[config.mk]
export PLATFORM = sky130hd
export DESIGN_NAME = line_buffer_ctrl
export DESIGN_NICKNAME = d
export VERILOG_FILES = /design/src/rtl/line_buffer_ctrl.sv
export SDC_FILE = /design/constraint.sdc
export NUM_CORES = 1
export LEC_CHECK = 0
export ABC_CLOCK_PERIOD_IN_PS = 2250
export BUFFER_PORTS_ARGS = -buffer_cell sky130_fd_sc_hd__buf_2
export CAP_MARGIN = 25
export CORE_AREA = 2 2 86 88
export CTS_CLUSTER_SIZE = 10
export DETAILED_ROUTE_END_ITERATION = 16
export DIE_AREA = 0 0 88 90
export PLACE_DENSITY = 0.74
export SKIP_CTS_REPAIR_TIMING = 1
export SLEW_MARGIN = 20
export SYNTH_ARGS = -nofsm -noshare
export SYNTH_HDL_FRONTEND = slang
export SYNTH_SLANG_ARGS = --single-unit
export TNS_END_PERCENT = 50
[constraint.sdc]
create_clock -name clk -period 2.25 [get_ports clk]
set_input_delay 0.225 -clock clk [delete_from_list [all_inputs] [get_ports clk]]
set_output_delay 0.225 -clock clk [all_outputs]
set_load 0.02 [all_outputs]
[src/rtl/line_buffer_ctrl.sv]
`timescale 1ns/1ps
// -----------------------------------------------------------------------------
// line_buffer_ctrl
// Controller for the line-buffer dual-port BRAM (write port 2048 x 8b byte
// addressed, read port 512 x 32b word addressed). Streams one frame of bytes
// into port A from a pixel source, starts reading words from port B once a
// fixed lead of words has been written, drives the 3x3 window-mux select,
// applies back-pressure to the source and flags frame completion.
//
// Ports
//   clk          in   single clock, rising edge
//   reset        in   asynchronous active-low reset
//   start[2:0]   in   run request, any nonzero value = run, 0 = hold/stop
//   en_wr        out  BRAM port-A enable
//   wea          out  BRAM port-A write enable
//   W_BRAM_ADDR  out  BRAM port-A byte address
//   en_rd        out  BRAM port-B enable
//   R_BRAM_ADDR  out  BRAM port-B word address
//   sel[2:0]     out  window-mux select
//   count        out  words issued for read, modulo 512
//   pause        out  stalls the pixel source while 1
//   complete     out  frame finished (sticky until start drops)
// All outputs are registered.
// -----------------------------------------------------------------------------
module line_buffer_ctrl #(
    parameter int W_ADDR_W    = 11,
    parameter int R_ADDR_W    = 9,
    parameter int LEAD_WORDS  = 8,
    parameter int TOTAL_WORDS = 512
) (
    input  logic                clk,
    input  logic                reset,
    input  logic [2:0]          start,
    output logic                en_wr,
    output logic                wea,
    output logic [W_ADDR_W-1:0] W_BRAM_ADDR,
    output logic                en_rd,
    output logic [R_ADDR_W-1:0] R_BRAM_ADDR,
    output logic [2:0]          sel,
    output logic [R_ADDR_W-1:0] count,
    output logic                pause,
    output logic                complete
);

    typedef enum logic [2:0] {
        IDLE   = 3'd0,
        FILL   = 3'd1,
        STREAM = 3'd2,
        DRAIN  = 3'd3,
        HOLD   = 3'd4,
        DONE   = 3'd5
    } state_t;

    localparam logic [W_ADDR_W-1:0] W_ZERO    = W_ADDR_W'(0);
    localparam logic [W_ADDR_W-1:0] W_ONE     = W_ADDR_W'(1);
    localparam logic [W_ADDR_W-1:0] LEAD_LAST = W_ADDR_W'(4 * LEAD_WORDS - 1);
    localparam logic [W_ADDR_W-1:0] W_LAST    = W_ADDR_W'(4 * TOTAL_WORDS - 1);
    // Write pointer may run at most one word (4 bytes) short of lapping the reader.
    localparam logic [W_ADDR_W-1:0] GUARD_LIM = W_ADDR_W'((2 ** W_ADDR_W) - 4);
    localparam logic [R_ADDR_W-1:0] R_ZERO    = R_ADDR_W'(0);
    localparam logic [R_ADDR_W-1:0] R_ONE     = R_ADDR_W'(1);
    localparam logic [R_ADDR_W-1:0] CNT_LAST  = R_ADDR_W'(TOTAL_WORDS - 1);

    // True when the byte write pointer is about to overrun unread words.
    function automatic logic overrun(input logic [W_ADDR_W-1:0] w,
                                     input logic [R_ADDR_W-1:0] r);
        logic [W_ADDR_W-1:0] diff;
        diff = w - W_ADDR_W'({r, 2'b00});
        return (diff >= GUARD_LIM);
    endfunction

    state_t                state_r;
    state_t                saved_r;
    logic [W_ADDR_W-1:0]   w_addr_r;
    logic [R_ADDR_W-1:0]   r_addr_r;
    logic [R_ADDR_W-1:0]   count_r;
    logic [1:0]            phase_r;
    logic [2:0]            sel_r;
    logic                  en_wr_r;
    logic                  wea_r;
    logic                  en_rd_r;
    logic                  pause_r;
    logic                  complete_r;

    logic                  run_s;
    logic                  guard_s;
    logic                  read_step_s;

    // Decode of the run request, overrun guard and word-boundary phase.
    always_comb begin
        run_s       = (start != 3'd0);
        guard_s     = overrun(w_addr_r, r_addr_r);
        read_step_s = (phase_r == 2'd3);
    end

    // Controller FSM with all outputs registered.
    always_ff @(posedge clk or negedge reset) begin
        if (!reset) begin
            state_r    <= IDLE;
            saved_r    <= IDLE;
            w_addr_r   <= W_ZERO;
            r_addr_r   <= R_ZERO;
            count_r    <= R_ZERO;
            phase_r    <= 2'd0;
            sel_r      <= 3'd0;
            en_wr_r    <= 1'b0;
            wea_r      <= 1'b0;
            en_rd_r    <= 1'b0;
            pause_r    <= 1'b0;
            complete_r <= 1'b0;
        end else begin
            case (state_r)
                IDLE: begin
                    if (run_s) begin
                        state_r  <= FILL;
                        en_wr_r  <= 1'b1;
                        wea_r    <= 1'b1;
                        w_addr_r <= W_ZERO;
                    end else begin
                        state_r  <= IDLE;
                    end
                end

                FILL: begin
                    if (!run_s) begin
                        state_r <= HOLD;
                        saved_r <= FILL;
                        en_wr_r <= 1'b0;
                        wea_r   <= 1'b0;
                        en_rd_r <= 1'b0;
                        pause_r <= 1'b1;
                    end else begin
                        w_addr_r <= w_addr_r + W_ONE;
                        if (w_addr_r == LEAD_LAST) begin
                            state_r  <= STREAM;
                            en_rd_r  <= 1'b1;
                            r_addr_r <= R_ZERO;
                            phase_r  <= 2'd0;
                        end else begin
                            state_r  <= FILL;
                        end
                    end
                end

                STREAM: begin
                    if (!run_s) begin
                        state_r <= HOLD;
                        saved_r <= STREAM;
                        en_wr_r <= 1'b0;
                        wea_r   <= 1'b0;
                        en_rd_r <= 1'b0;
                        pause_r <= 1'b1;
                    end else begin
                        phase_r <= phase_r + 2'd1;
                        sel_r   <= sel_r + 3'd1;
                        if (read_step_s) begin
                            r_addr_r <= r_addr_r + R_ONE;
                            count_r  <= count_r + R_ONE;
                        end else begin
                            r_addr_r <= r_addr_r;
                        end
                        // Guarded cycles stall the writer only; reads keep going.
                        if (guard_s) begin
                            pause_r <= 1'b1;
                            wea_r   <= 1'b0;
                        end else if (w_addr_r == W_LAST) begin
                            pause_r  <= 1'b0;
                            w_addr_r <= W_ZERO;
                            en_wr_r  <= 1'b0;
                            wea_r    <= 1'b0;
                            state_r  <= DRAIN;
                        end else begin
                            pause_r  <= 1'b0;
                            wea_r    <= 1'b1;
                            w_addr_r <= w_addr_r + W_ONE;
                        end
                    end
                end

                DRAIN: begin
                    // Final read edge wins over a simultaneous stop request.
                    if (read_step_s && (count_r == CNT_LAST)) begin
                        phase_r    <= phase_r + 2'd1;
                        sel_r      <= sel_r + 3'd1;
                        r_addr_r   <= r_addr_r + R_ONE;
                        count_r    <= count_r + R_ONE;
                        en_rd_r    <= 1'b0;
                        pause_r    <= 1'b0;
                        complete_r <= 1'b1;
                        state_r    <= DONE;
                    end else if (!run_s) begin
                        state_r <= HOLD;
                        saved_r <= DRAIN;
                        en_rd_r <= 1'b0;
                        pause_r <= 1'b1;
                    end else begin
                        phase_r <= phase_r + 2'd1;
                        sel_r   <= sel_r + 3'd1;
                        if (read_step_s) begin
                            r_addr_r <= r_addr_r + R_ONE;
                            count_r  <= count_r + R_ONE;
                        end else begin
                            r_addr_r <= r_addr_r;
                        end
                    end
                end

                HOLD: begin
                    if (run_s) begin
                        state_r <= saved_r;
                        pause_r <= 1'b0;
                        case (saved_r)
                            FILL: begin
                                en_wr_r <= 1'b1;
                                wea_r   <= 1'b1;
                                en_rd_r <= 1'b0;
                            end
                            STREAM: begin
                                en_wr_r <= 1'b1;
                                wea_r   <= 1'b1;
                                en_rd_r <= 1'b1;
                            end
                            DRAIN: begin
                                en_wr_r <= 1'b0;
                                wea_r   <= 1'b0;
                                en_rd_r <= 1'b1;
                            end
                            default: begin
                                state_r <= IDLE;
                                en_wr_r <= 1'b0;
                                wea_r   <= 1'b0;
                                en_rd_r <= 1'b0;
                            end
                        endcase
                    end else begin
                        state_r <= HOLD;
                    end
                end

                DONE: begin
                    if (!run_s) begin
                        state_r    <= IDLE;
                        saved_r    <= IDLE;
                        w_addr_r   <= W_ZERO;
                        r_addr_r   <= R_ZERO;
                        count_r    <= R_ZERO;
                        phase_r    <= 2'd0;
                        sel_r      <= 3'd0;
                        complete_r <= 1'b0;
                        pause_r    <= 1'b0;
                    end else begin
                        state_r    <= DONE;
                    end
                end

                default: begin
                    state_r    <= IDLE;
                    saved_r    <= IDLE;
                    w_addr_r   <= W_ZERO;
                    r_addr_r   <= R_ZERO;
                    count_r    <= R_ZERO;
                    phase_r    <= 2'd0;
                    sel_r      <= 3'd0;
                    en_wr_r    <= 1'b0;
                    wea_r      <= 1'b0;
                    en_rd_r    <= 1'b0;
                    pause_r    <= 1'b0;
                    complete_r <= 1'b0;
                end
            endcase
        end
    end

    assign en_wr       = en_wr_r;
    assign wea         = wea_r;
    assign W_BRAM_ADDR = w_addr_r;
    assign en_rd       = en_rd_r;
    assign R_BRAM_ADDR = r_addr_r;
    assign sel         = sel_r;
    assign count       = count_r;
    assign pause       = pause_r;
    assign complete    = complete_r;

endmodule

Word level (Yosys, flattened, before mapping)
Index checks and enable logic that the tools add are counted.
- register bits: 45
- bits of input ports: 5
- output and inout port bits: 37
- logic and storage cells: 148
- add/subtract/negate cells: 6
- order comparisons: 1
- eq/ne operators: 28
- multiplexer cells: 72
- bitwise gates (word level): 7
- reduce and logical (&&, ||, !) cells: 22
- operators by type and width (kind ; count):
    9-bit two-way mux ; 9
    11-bit two-way mux ; 6
    11-bit one-hot mux with 5 select lines ; 1
    3-bit two-way mux ; 16
    9-bit one-hot mux with 5 select lines ; 1
    9-bit one-hot mux with 4 select lines ; 1
    2-bit inequality test, second input constant ; 12
    1-bit two-way mux ; 23
    9-bit by 1-bit adder with 9-bit output, second input constant ; 2
    3-bit one-hot mux with 6 select lines ; 1
    6-bit AND reduction ; 3
    1-bit one-hot mux with 5 select lines ; 3
    3-bit one-hot mux with 5 select lines ; 1
    3-bit by 2-bit == test with 1-bit output, second input constant ; 4
    2-bit two-way mux ; 6
    3-bit inequality test, second input constant ; 4
    3-bit one-hot mux with 4 select lines ; 1
    3-bit AND reduction ; 4
    2-bit OR reduction ; 6
    11-bit by 1-bit adder with 11-bit output, second input constant ; 1
    11-bit == test, second input constant ; 1
    11-bit by 5-bit == test with 1-bit output, second input constant ; 1
    11-bit greater-or-equal comparator, second input constant ; 1
    11-bit subtractor ; 1
    other kinds (17) ; 27

Logic depth before layout (Yosys ltp)
- word-level depth: 5
- mapped depth: 12
- mapped depth without buffers: 11

Worst setup path before layout
OpenSTA, ideal clock, no wires.
- path kind: register to register
- start: register w_addr_r[2] (netlist: W_BRAM_ADDR[2])
- end: register w_addr_r[7] (netlist: W_BRAM_ADDR[7])
- setup time: 129 ps
- arrival: 2527 ps
- data required time: 2121 ps
- slack: -407 ps
- stages on the path, launching flop included: 11
- period minus slack after synthesis: 2657 ps
- cells stage by stage: dfrtp_1 inv_1 ha_1 fa_1 nand2b_1 a2111oi_2 nor3_2 nor4b_2 or3_1 buf_6 o21ai_1
- cells in the longest elaborated chain, start to end: 5
- elaborated cells between the ends (all ways): 11
- classes of those cells: add/sub: 2; order compare: 1; eq/ne: 2; mux: 5; reduce/logical: 1
- ends and longest elaborated chain (item ; RTL line ; source):
    start, declared ; 74 ; logic [W_ADDR_W-1:0] w_addr_r;
    start signal, assigned ; 133 ; w_addr_r <= w_addr_r + W_ONE;
    start signal, assigned ; 175 ; w_addr_r <= w_addr_r + W_ONE;
    branches (longest 5 deep; another with 11-bit subtractor) ; n/a ;
Parallel ways; which one is timed is not known. The select of a mux whose other input is x is not followed.
A chain may end at the register's enable or synchronous reset.

Worst setup path after layout
- start: register r_addr_r[0] (netlist: R_BRAM_ADDR[0])
- end: register w_addr_r[6] (netlist: W_BRAM_ADDR[6])
- cells in the longest elaborated chain, start to end: 4
- ends and longest elaborated chain (item ; RTL line ; source):
    start, declared ; 75 ; logic [R_ADDR_W-1:0] r_addr_r;
    start signal, assigned ; 157 ; r_addr_r <= r_addr_r + R_ONE;
    start signal, assigned ; 160 ; r_addr_r <= r_addr_r;
    start signal, assigned ; 185 ; r_addr_r <= r_addr_r + R_ONE;
    11-bit subtractor ; 68 ; diff = w - W_ADDR_W'({r, 2'b00});
    11-bit greater-or-equal comparator ; 69 ; return (diff >= GUARD_LIM);
    2-bit inequality test (no source line) ; n/a ;
    6-bit AND reduction (no source line) ; n/a ;
No other way between the ends.

==> run metrics <==
ranking of synthesized cells by area dfrtp_1 36%, ha_1 7.4%, a21oi_1 5.2%, nand2_1 4.4%, o21ai_0 3.4%; TritonCTS buffer count 5; slowest CP cell dfrtp_2; Port Buf Inserts 41; placed insts 545; RSZ-0062 raised after global routing yes; ys async rst share 1.00; Syn Nets 384; Cell Rows 31; Die X 88 um; Post-synth EDFFs 0; layout cells sized above 1 0.343; Slew HR 0.579; max frequency 403 MHz; via count 3236; Post-route DRC 0; CTS tree built; final net count 484; CTS clk-pin slew, worst paths 0.09 ns; post-synth top area share 0.359; CTS Sinks 44; syn_area_per_cell 8.51 sq um; Synth Instances 360; core footprint 7020 sq um; Setup CP Type reg -> reg; Fin. Hold Viols 0; top-count cell post-synth dfrtp_1; post-synthesis cell type count 61; Worst-Margin Slew 0.628 ns; wire per inst 16.0 um; hpwl dp 6340 um; clk root buf clkbuf_8; Max clock buf depth 2; fin cells 560; Worst Path Buf+Inv 1; worst min-delay path class in -> async; GRT met2 Usage 0.360; failing checks setup timing; TritonRoute pass-1 iters 5; Final Setup Violations 15; stages on the worst setup path 9; largest net degree at the start of global routing 45; Worst Reg-to-Reg Cells 9; final wirelength 8980 um; first-pass GRT wire length 14200 um; Final WS setup -0.232 ns; Yosys top cell by area dfrtp_1; synthesized area 3060 sq um; Hold Worst Slack 0.428 ns; Worst R2R Setup Slack -0.23 ns; Initial Util 0.436; Worst setup EP type flop; crit path max fanout 4; initial antenna violation count 0; Critical Path Start R_BRAM_ADDR[0]$_DFFE_PN0P_; area growth from synthesis to layout 34.8%; grt ovf 0; prevailing post-synth register cell dfrtp_1; gpl congestion 0.908; Clk Latency, worst-skew pair 0.30 ns; initial detailed-routing violation count 252; post-synthesis sequential area ratio 0.359; crit-path max cell delay 0.44 ns; met1 Resource Use GR 0.304; Crit path max-delay family simple AND/OR/NAND/NOR gates; die area 7920 sq um; GRT met3 Usage 0.0275; maxcap violations 0; Worst R2R Start R_BRAM_ADDR[0]$_DFFE_PN0P_; Worst setup SP type flop; Pleak 1.95 nW; Clock Skew 0.00848 ns; status complete, but fails checks; Worst setup endpoint W_BRAM_ADDR[6]$_DFFE_PN0P_; Crit Reg-Reg Endpoint W_BRAM_ADDR[6]$_DFFE_PN0P_; Critical Path RT 2.44 ns; GRT Max-Usage Layer met2; post-route ant nets 0; diodes inserted 0; CP Cell Sequence ha_4 -> fa_2 -> nand2b_4 -> a2111oi_4 -> nor3_4 -> nor4b_4 -> buf_4 -> or2_4 -> o41ai_2; gr usage total 0.218; Vias/cell 5.78; period utilisation layout 1.10; Arr. time, crit path 2.67 ns; Yosys Warn Count 0; Ports 42; Slew Limit Fails 0; Pwr Density 697 nW/um^2; vias in the first global route 3006; commonest cells in the netlist 44 x dfrtp_1, 36 x nand2_1, 32 x a21oi_1; number of synthesized register bits 44; die height 90 um; fin crit period 2.48 ns; maximum VDD drop 0.404 mV; H-tree depth 2
how the worst min path moves through the flow:
stage	from	end	slack, ns	cells after the start
2_1_floorplan	reset	R_BRAM_ADDR[0]$_DFFE_PN0P_	-0.07	0
3_3_place_gp	reset	W_BRAM_ADDR[1]$_DFFE_PN0P_	0.22	2
3_5_place_dp	reset	W_BRAM_ADDR[0]$_DFFE_PN0P_	0.23	2
4_1_cts	reset	W_BRAM_ADDR[0]$_DFFE_PN0P_	-0.10	2
5_1_grt	start[2]	state_r[1]$_DFFE_PN0P_	0.45	4
6_report	reset	W_BRAM_ADDR[3]$_DFFE_PN0P_	0.43	3
routing by layer:
metal	wire (um)	share of wire
met1	3970	0.44
met2	4500	0.50
met3	414	0.046
met4	87	0.0097
met5	0	0
cell type report:
cell class | count | area, sq um
flip-flops and latches | 44 | 1110
well taps | 99 | 124
repair buffers | 108 | 739
inverters | 21 | 78.8
multi-input cells | 280 | 1990
clock buffers | 5 | 68.8
fillers | 623 | 2890
clock inverters | 3 | 21.3
registers in the layout (all words and copies together) (netlist names):
register,cells
complete,1
state_r,3
wea,1
phase_r,2
R_BRAM_ADDR,9
en_wr,1
en_rd,1
pause,1
saved_r,2
W_BRAM_ADDR,11
sel,3
count,9
layout by cell type (no fill, tap or decap), types with 3 or more instances in the layout:
| cell type | netlist | routed |
|---|---|---|
| o22ai_1 | 7 | 7 |
| and2_1 | 4 | 3 |
| and3_1 | 7 | 7 |
| dfrtp_1 | 44 | 38 |
| a211oi_1 | 5 | 4 |
| clkbuf_8 | 0 | 5 |
| nand4_1 | 6 | 6 |
| or3_1 | 6 | 6 |
| o31ai_1 | 8 | 7 |
| o21ai_1 | 8 | 10 |
| nand3_1 | 14 | 14 |
| inv_1 | 20 | 19 |
| buf_4 | 1 | 63 |
| o21ai_0 | 21 | 19 |
| a22o_1 | 5 | 5 |
| nand2b_1 | 5 | 4 |
| a211o_1 | 3 | 3 |
| a21o_1 | 6 | 6 |
| o41ai_2 | 0 | 3 |
| ha_1 | 18 | 14 |
| a31oi_1 | 6 | 5 |
| buf_2 | 1 | 41 |
| nor3_2 | 2 | 3 |
| nand2_1 | 36 | 36 |
| o211ai_1 | 5 | 5 |
| o31ai_2 | 3 | 4 |
| dfrtp_2 | 0 | 6 |
| a21oi_1 | 32 | 31 |
| nor2_1 | 25 | 25 |
worst min-delay path: cells and delay by family:
kind	cells	cell delay [ns]
buf+inv	3	0.88
power by group:
part / total (mW) / internal [mW] / switching [mW]
combinational: 1.35 / 0.572 / 0.783
sequential: 0.988 / 0.896 / 0.0921
clock: 0.535 / 0.221 / 0.314
through the flow:
step	instance area [sq um]	setup TNS (ns)	power [mW]	util	setup slack (ns)
floorplan	3120	-0.467	1.82	-	-0.0779
global placement	3850	-1.17	2.22	0.549	-0.110
detailed placement	3850	-1.60	2.25	0.549	-0.135
CTS	3940	-2.03	2.78	0.561	-0.160
global route	4130	-4.42	3.07	0.588	-0.318
finish	4130	-2.74	2.88	0.588	-0.232
logic make-up (layout without fill, tap and decap cells):
group           after synthesis  in the layout  share of synthesized area
compound gates              134            134                      0.295
xor+xnor                      5              5                     0.0143
fa+ha+maj                    19             19                     0.0801
buf+inv                      36            137                     0.0482
flops                        44             44                      0.359
mux                           1              1                    0.00368
simple gates                121            121                      0.199
No activity file was read; power rests on OpenSTA's default activity.
